### src/rtl/d8_pkg.sv
// Shared constants and state encoding for the d8 context engine.
// Register count, index/data widths and FSM state type.
package d8_pkg;

  localparam int D8_NREGS = 16;
  localparam int D8_AW    = 4;
  localparam int D8_DW    = 8;

  typedef enum logic [1:0] {
    ST_IDLE    = 2'd0,
    ST_SAVE    = 2'd1,
    ST_RESTORE = 2'd2,
    ST_DONE    = 2'd3
  } state_t;

endpackage

### src/rtl/d8_regfile_ctx.sv
// Context save/restore engine and port arbiter for the d8 register file.
// Ports: sys_clk/sys_rst; cpu_* core side; rf_* register file side;
// save_req/restore_req, busy/done/cpu_stall; out_* save stream; in_* restore stream.
module d8_regfile_ctx
  import d8_pkg::*;
#(
  parameter int NUM_REGS = D8_NREGS,
  parameter int AW       = D8_AW,
  parameter int DW       = D8_DW
) (
  input  logic          sys_clk,
  input  logic          sys_rst,
  input  logic [AW-1:0] cpu_addr_a,
  input  logic [AW-1:0] cpu_addr_w,
  input  logic          cpu_w,
  input  logic [DW-1:0] cpu_data,
  output logic [AW-1:0] rf_addr_a,
  output logic [AW-1:0] rf_addr_w,
  output logic          rf_w,
  output logic [DW-1:0] rf_data,
  input  logic [DW-1:0] rf_qa,
  input  logic          save_req,
  input  logic          restore_req,
  output logic          busy,
  output logic          done,
  output logic          cpu_stall,
  output logic          out_valid,
  input  logic          out_ready,
  output logic [AW-1:0] out_idx,
  output logic [DW-1:0] out_data,
  input  logic          in_valid,
  output logic          in_ready,
  input  logic [DW-1:0] in_data
);

  localparam logic [AW-1:0] LAST = AW'(NUM_REGS - 1);

  state_t        state;
  logic [AW-1:0] idx;

  always_ff @(posedge sys_clk or posedge sys_rst) begin
    if (sys_rst) begin
      state <= ST_IDLE;
      idx   <= '0;
    end else begin
      unique case (state)
        ST_IDLE: begin
          if (save_req) begin
            state <= ST_SAVE;
            idx   <= '0;
          end else if (restore_req) begin
            state <= ST_RESTORE;
            idx   <= '0;
          end
        end
        // Terminal check comes before the increment so idx never wraps.
        ST_SAVE: begin
          if (out_ready) begin
            if (idx == LAST) state <= ST_DONE;
            else idx <= idx + 1'b1;
          end
        end
        ST_RESTORE: begin
          if (in_valid) begin
            if (idx == LAST) state <= ST_DONE;
            else idx <= idx + 1'b1;
          end
        end
        ST_DONE: state <= ST_IDLE;
        default: state <= ST_IDLE;
      endcase
    end
  end

  // Status decodes straight from the state register, so an async
  // reset drops them without waiting for a clock edge.
  assign busy      = (state != ST_IDLE);
  assign cpu_stall = busy;
  assign done      = (state == ST_DONE);
  assign out_valid = (state == ST_SAVE);
  assign in_ready  = (state == ST_RESTORE);
  assign out_idx   = idx;
  assign out_data  = rf_qa;

  always_comb begin
    rf_addr_a = cpu_addr_a;
    rf_addr_w = cpu_addr_w;
    rf_w      = cpu_w;
    rf_data   = cpu_data;
    unique case (state)
      ST_IDLE: ;
      ST_SAVE: begin
        rf_addr_a = idx;
        rf_addr_w = idx;
        rf_w      = 1'b0;
        rf_data   = in_data;
      end
      ST_RESTORE: begin
        rf_addr_w = idx;
        rf_w      = in_valid;
        rf_data   = in_data;
      end
      ST_DONE: begin
        rf_addr_w = idx;
        rf_w      = 1'b0;
        rf_data   = in_data;
      end
      default: rf_w = 1'b0;
    endcase
  end

endmodule

### config.mk
export PLATFORM = sky130hd
export DESIGN_NAME = d8_regfile_ctx
export DESIGN_NICKNAME = d
export VERILOG_FILES = /design/src/rtl/d8_pkg.sv /design/src/rtl/d8_regfile_ctx.sv
export SDC_FILE = /design/constraint.sdc
export NUM_CORES = 1
export LEC_CHECK = 0
export ABC_AREA = 1
export BUFFER_PORTS_ARGS = -buffer_cell sky130_fd_sc_hd__buf_2
export CAP_MARGIN = 20
export CORE_UTILIZATION = 39
export CTS_BUF_LIST = sky130_fd_sc_hd__clkbuf_8
export CTS_CLUSTER_SIZE = 14
export DETAILED_ROUTE_END_ITERATION = 16
export GPL_ROUTABILITY_DRIVEN = 0
export GPL_TIMING_DRIVEN = 1
export HOLD_SLACK_MARGIN = 0.06
export PLACE_DENSITY_LB_ADDON = 0.3
export SKIP_LAST_GASP = 1
export SYNTH_ARGS = -nofsm -noshare
export SYNTH_HDL_FRONTEND = slang
export SYNTH_SLANG_ARGS = --single-unit
export TNS_END_PERCENT = 5
### constraint.sdc
create_clock -name sys_clk -period 1.8 [get_ports sys_clk]
set_input_delay 0.54 -clock sys_clk [delete_from_list [all_inputs] [get_ports sys_clk]]
set_output_delay 0.54 -clock sys_clk [all_outputs]
set_load 0.02 [all_outputs]
==> qor.txt, run 1 <==
status - complete, but fails checks
failing checks - negative setup slack
Final setup viols - 17
Post-synth EDFFs - 0
number of global-route vias before repair - 711
worst setup margin - -0.106 ns
Avg Cell Area, Syn - 6.40 um2
worst-margin pin slew - 0.244 ns
Max clock buf depth - 2
Initial Utilization - 41.7%
largest net degree at the start of global routing - 16
critical path type - register to output pin
LEAKAGE - 0.000760 uW
Critical path buffers and inverters - 2
placed wire-length estimate - 1.68 mm
Post-synth top flop - dfrtp_1
Die Area - 0.00231 mm2
Max VDD drop - 1090 uV
Reg2Reg Setup Slack - 0.33 ns
Total GRT Usage - 17.2%
Util after Layout - 61.8%
Fill cells - 193
placeable core area - 0.00198 mm2
initial antenna violation count - 0
CP required - 1.26 ns
RSZ-0062 raised after global routing - true
slowest CP cell - dfrtp_1
dpl cells - 204
YS warnings - 0
Starting DRT DRC Count - 10
top post-synthesis cells by count - nand2_1 (58), buf_4 (9), inv_1 (9), nor2_1 (8)
Achievable Freq - 0.525 GHz
Buffers on Ports - 56
CTS clk-pin slew, worst paths - 0.03 ns
Root Buffer - clkbuf_8
r2r startpoint - state[0]
worst min path class - input port to asynchronous set/reset pin
Syn Nets - 174
r2r endpoint - state[0]
Cell variety after synth - 21
CTS tree - built
Final period util - 106%
post-synth top area share - 26.4%
ys async rst share - 100%
sequential area share after synthesis - 18.2%
die width - 48.0 um
r2r worst-path depth - 9
GRT overflow - 0
final wirelength - 2.09 mm
Max-cap violations - 0
Crit. End Element - output pin
worst clock skew - 0.000150 ns
Vias/cell - 4.56
max incr delay on CP - 0.41 ns
global-route wire length before repair - 2.77 mm
fraction of layout cells with a size suffix above 1 - 48.6%
leading cell type by number of instances after synthesis - nand2_1
TritonRoute pass-1 iters - 4
antenna viol nets, final - 0
FP Rows - 16
final hold vios - 0
WL/cell - 9.94 um
Pwr Total - 2460 uW
n_diodes - 0
Final Max Tran Viols - 0
io pins - 73
#FFs+latches synth - 6
top post-synthesis cells by area - nand2_1 (26%), dfrtp_1 (18%), ha_1 (9.1%)
delay-heaviest family, CP - flip-flops
critical-path cell list - buf_6, ha_4, mux2_4, buf_6
clk sink count - 6
Post-Syn Instances - 129
fin cells - 210
CP startpoint kind - register
CTS H-tree lvls - 1
fin crit period - 1.91 ns
Clk Latency, worst-skew pair - 0.21 ns
Synth area leader - nand2_1
Vert. Die Dim - 48.0 um
critical-path maximum fanout - 3
Worst path most repeated cell - buf_6
Crit path arrival time - 1.37 ns
Netlist Area Pre-Place - 826 um2
Post-route DRC - 0
Num CTS Buffers - 3
Design Area, Final - 0.00122 mm2
P per Cell Area - 2010 mW/mm2
Synth-to-Final Area Change - 48.3%
via count - 957
# nets final - 230
placed cell area - 0.00108 mm2
Slew HR - 83.7%
==> layout by cell type, fill, tap and decap left out, drive strengths merged <==
| master | instances |
|---|---|
| nor2 | 10 |
| nand2 | 66 |
| mux2 | 2 |
| nand3 | 6 |
| nand3b | 1 |
| a21oi | 2 |
| clkbuf | 3 |
| buf | 64 |
| o21ai | 3 |
| nand4 | 1 |
| inv | 12 |
| dfrtp | 6 |
| ha | 6 |
| nor3b | 1 |
==> power by group <==
part / internal [uW] / switching (uW) / total, uW
clock network: 143 / 47.7 / 190
logic: 810 / 1210 / 2020
registers: 186 / 67.2 / 253
==> through the flow <==
step | setup slack (ns) | hold slack (ns) | setup TNS (ns)
2_1_floorplan | -0.0564 | 0.331 | -0.673
3_3_place_gp | 0.0892 | 0.453 | 0
3_5_place_dp | 0.0459 | 0.456 | 0
4_1_cts | -0.0798 | 0.227 | -0.831
5_1_grt | -0.133 | 0.235 | -1.91
6_report | -0.106 | 0.224 | -0.886
==> flip-flops by register name, summed over array words and instances (netlist names) <==
name     flops
state        2
out_idx      4
==> routing by layer <==
| metal | global-route usage [%] | up-vias | wire [um] |
|---|---|---|---|
| met3 | 1.51 | 2 | 162 |
| met4 | 8.33 | 0 | 17 |
| li1 | - | 489 | - |
| met1 | 19.4 | 423 | 848 |
| met2 | 31.9 | 43 | 1060 |
| met5 | 0 | - | 0 |
==> layout make-up <==
class	count	area, um2	area share (%)
Clock buffer	3	41.3	3.37
Timing Repair Buffer	64	378	30.8
Inverter	12	47.5	3.88
Multi-Input combinational cell	98	574	46.9
Sequential cell	6	150	12.3
Tap cell	27	33.8	2.76
==> logic make-up (layout without fill, tap and decap cells) <==
| logic type | after synthesis | after routing | share of synthesized area [%] |
|---|---|---|---|
| buffers and inverters | 25 | 79 | 17.6 |
| AOI/OAI and AO/OA | 5 | 5 | 3.03 |
| adders and majority gates | 6 | 6 | 9.09 |
| and+or+nand+nor | 85 | 85 | 49.4 |
| DFF | 6 | 6 | 18.2 |
| muxes | 2 | 2 | 2.73 |
==> timing repair <==
action,in CTS,in global routing
hold buffers,0,0
endpoints found under the setup margin,19,18
pin swaps,2,2
setup buffers,2,1
cloned,0,0
resized for setup,17,9
==> how the worst max path moves through the flow <==
stage | start | to | slack, ns | cells past startpoint
after global placement | state[0] | rf_addr_w[2] | 0.09 | 5
after CTS | state[1] | rf_addr_a[1] | -0.08 | 4
after floorplan | state[1] | rf_addr_a[2] | -0.06 | 5
after detailed placement | state[0] | rf_addr_w[2] | 0.05 | 5
final | state[0] | rf_addr_a[0] | -0.11 | 4
after global routing | state[0] | rf_addr_a[0] | -0.13 | 4
Power figures use the tool's default switching activity.
==> run 2, diff against run 1 <==
- ABC_AREA: 1 -> 0
- CORE_UTILIZATION: 39 -> 36
==> qor.txt, run 2 <==
status - complete, but fails checks (unchanged)
failing checks - negative setup slack (unchanged)
#FFs+latches synth - 6 (unchanged)
final wirelength - 2.32 mm (was 2.09 mm)
Critical path buffers and inverters - 3 (was 2)
Clk pwr share - 7.3% (was 7.7%)
sequential area share after synthesis - 21.1% (was 18.2%)
Fill cells - 134 (was 193)
n_diodes - 0 (unchanged)
Max VDD drop - 1380 uV (was 1090 uV)
main combinational cell family by area after synthesis - multiplexers (was simple AND/OR/NAND/NOR gates)
Clk Latency, worst-skew pair - 0.23 ns (was 0.21 ns)
placeable core area - 0.00178 mm2 (was 0.00198 mm2)
max incr delay on CP - 0.38 ns (was 0.41 ns)
Fin Setup TNS - -3.34 ns (was -0.886 ns)
worst clock skew - 0.00451 ns (was 0.000150 ns)
Buffers on Ports - 56 (unchanged)
Cell variety after synth - 22 (was 21)
Crit. End Element - output pin (unchanged)
Starting DRT DRC Count - 3 (was 10)
Initial Utilization - 39.9% (was 41.7%)
LEAKAGE - 0.000689 uW (was 0.000760 uW)
leading cell type by number of instances after synthesis - mux2_2 (was nand2_1)
via count - 825 (was 957)
Vias/cell - 4.97 (was 4.56)
Reg power frac - 10.5% (was 10.3%)
Avg Cell Area, Syn - 9.13 um2 (was 6.40 um2)
Post-Syn Instances - 78 (was 129)
critical-path cell list - inv_2, ha_4, buf_12, mux2_4, buf_6 (was buf_6, ha_4, mux2_4, buf_6)
slowest CP cell - dfrtp_1 (unchanged)
Slew HR - 85.1% (was 83.7%)
Netlist Area Pre-Place - 712 um2 (was 826 um2)
r2r worst-path depth - 9 (unchanged)
most common cell after layout, fill and taps aside - buf_2 (was nand2_1)
ys async rst share - 100% (unchanged)
max reg flops - 4 (unchanged)
global-route wire length before repair - 3.75 mm (was 2.77 mm)
top post-synthesis cells by count - mux2_2 (13), buf_4 (9), nand2_1 (9), o21ai_0 (7) (was nand2_1 (58), buf_4 (9), inv_1 (9), nor2_1 (8))
Post-route DRC - 0 (unchanged)
post-synth top area share - 21.1% (was 26.4%)
Post-synth top flop - dfrtp_1 (unchanged)
Vert. Die Dim - 46.5 um (was 48.0 um)
clk sink count - 6 (unchanged)
critical-path maximum fanout - 7 (was 3)
Final Max Tran Viols - 0 (unchanged)
Max clock buf depth - 2 (unchanged)
Internal Power - 1570 uW (was 1140 uW)
Post-synth EDFFs - 0 (unchanged)
worst setup margin - -0.197 ns (was -0.106 ns)
WL/cell - 14.0 um (was 9.94 um)
CTS clk-pin slew, worst paths - 0.04 ns (was 0.03 ns)
CTS H-tree lvls - 1 (unchanged)
worst min path class - input port to asynchronous set/reset pin (unchanged)
delay-heaviest family, CP - flip-flops (unchanged)
Syn Nets - 123 (was 174)
Hold Buf Count CTS - 0 (unchanged)
Synth-to-Final Area Change - 80.3% (was 48.3%)
Synth Area in XOR/XNOR - 0% (unchanged)
io pins - 73 (unchanged)
Synth area leader - dfrtp_1 (was nand2_1)
hold slack final - 0.212 ns (was 0.224 ns)
Crit path arrival time - 1.46 ns (was 1.37 ns)
# nets final - 188 (was 230)
top post-synthesis cells by area - dfrtp_1 (21%), mux2_2 (21%), ha_1 (11%) (was nand2_1 (26%), dfrtp_1 (18%), ha_1 (9.1%))
antenna viol nets, final - 0 (unchanged)
CP required - 1.26 ns (about the same)
Pwr Total - 2810 uW (was 2460 uW)
number of global-route vias before repair - 876 (was 711)
worst-margin pin slew - 0.221 ns (was 0.244 ns)
fraction of layout cells with a size suffix above 1 - 70.2% (was 48.6%)
Root Buffer - clkbuf_8 (unchanged)
CP startpoint kind - register (unchanged)
part of the power in combinational logic - 82.2% (was 82.0%)
Post-Synth Simple-Gate Area - 13.2% (was 49.4%)
initial antenna violation count - 0 (unchanged)
RSZ-0062 raised after global routing - true (unchanged)
fin crit period - 2.00 ns (was 1.91 ns)
CTS tree - built (unchanged)
most frequent cells in the layout - buf_2 (41), buf_4 (17), buf_6 (12) (was nand2_1 (58), buf_2 (50), buf_4 (9))
Final setup viols - 25 (was 17)
Final period util - 111% (was 106%)
mux cell area share after synthesis - 26.2% (was 2.73%)
GRT overflow - 0 (unchanged)
Compound-Gate Fraction of Synth Area - 13.9% (was 3.03%)
Setup WS pre-CTS - -0.0538 ns (was 0.0459 ns)
critical path type - register to output pin (unchanged)
FP Rows - 15 (was 16)
Synth Area in Adders - 10.5% (was 9.09%)
switching share of power - 43.9% (was 53.8%)
die width - 46.5 um (was 48.0 um)
sw power - 1230 uW (was 1320 uW)
largest net degree at the start of global routing - 11 (was 16)
placed wire-length estimate - 1.67 mm (was 1.68 mm)
final hold vios - 0 (unchanged)
Achievable Freq - 0.501 GHz (was 0.525 GHz)
YS warnings - 0 (unchanged)
Max-cap violations - 0 (unchanged)
Total GRT Usage - 25.8% (was 17.2%)
P per Cell Area - 2190 mW/mm2 (was 2010 mW/mm2)
Die Area - 0.00216 mm2 (was 0.00231 mm2)
TritonRoute pass-1 iters - 3 (was 4)
cell depth of the worst setup path - 5 (was 4)
Num CTS Buffers - 3 (unchanged)
run 2: layer usage:
metal	routed length (um)	share of wire (%)	global-route usage, %
met1	830	36	23.9
met2	1290	56	47.2
met3	124	5.4	9.41
met4	69	3.0	15.3
met5	0	0	0
run 2: final cells by class:
class                      count  area, um2  area share (%)
multi-input combinational     53        519            40.4
timing repair buffer          72        515            40.2
sequential                     6        150            11.7
clock buffer                   3       41.3            3.22
tap                           25       31.3            2.44
inverter                       7       26.3            2.05
run 2: path summary, 6_finish.rpt:
| check | to | from | slack [ns] |
|---|---|---|---|
| max reg2reg | out_idx[2] | state[1] | -0.04 |
| max | rf_data[0] | state[1] | -0.20 |
| max in group asynchronous | out_idx[0] | sys_rst | 1.40 |
| min reg2reg | out_idx[0] | out_idx[0] | 0.59 |
| min in group sys_clk | out_idx[0] | out_idx[0] | 0.59 |
| min | state[0] | sys_rst | 0.21 |
run 2: worst reg2reg max path: stages, from the launching register on:
cell,delay (ns)
dfrtp_1,0.38
inv_2,0.09
ha_4,0.18
buf_16,0.13
buf_4,0.10
inv_2,0.03
o311a_4,0.35
buf_4,0.15
o211a_1,0.16
o221ai_1,0.18
run 2: power by group through the flow:
stage                     Clock [uW]  Combinational (uW)  Sequential (uW)
after floorplan                    0                1200              335
after global placement             0                1720              288
after detailed placement           0                1780              290
after CTS                        214                2270              293
after global routing             223                2480              308
final                            205                2310              294
run 2: kinds of logic after synthesis:
| kind of cell | count (synthesis) |
|---|---|
| mux | 16 |
| fa+ha+maj | 6 |
| buf+inv | 19 |
| simple gates | 19 |
| flops | 6 |
| compound gates | 12 |
run 2: what timing repair did:
action,CTS,global route
setup endpoints to repair,22,27
pin swaps,2,1
resized for setup,38,5
setup buffers,7,0
gates cloned,1,0
run 2: per-stage QoR:
stage / instances / utilization (%) / instance area [um2]
after detailed placement: 155 / 57.3 / 1020
after global routing: 166 / 72.0 / 1280
after floorplan: 78 / - / 724
after global placement: 155 / 57.3 / 1020
final: 166 / 72.0 / 1280
after CTS: 166 / 71.2 / 1270
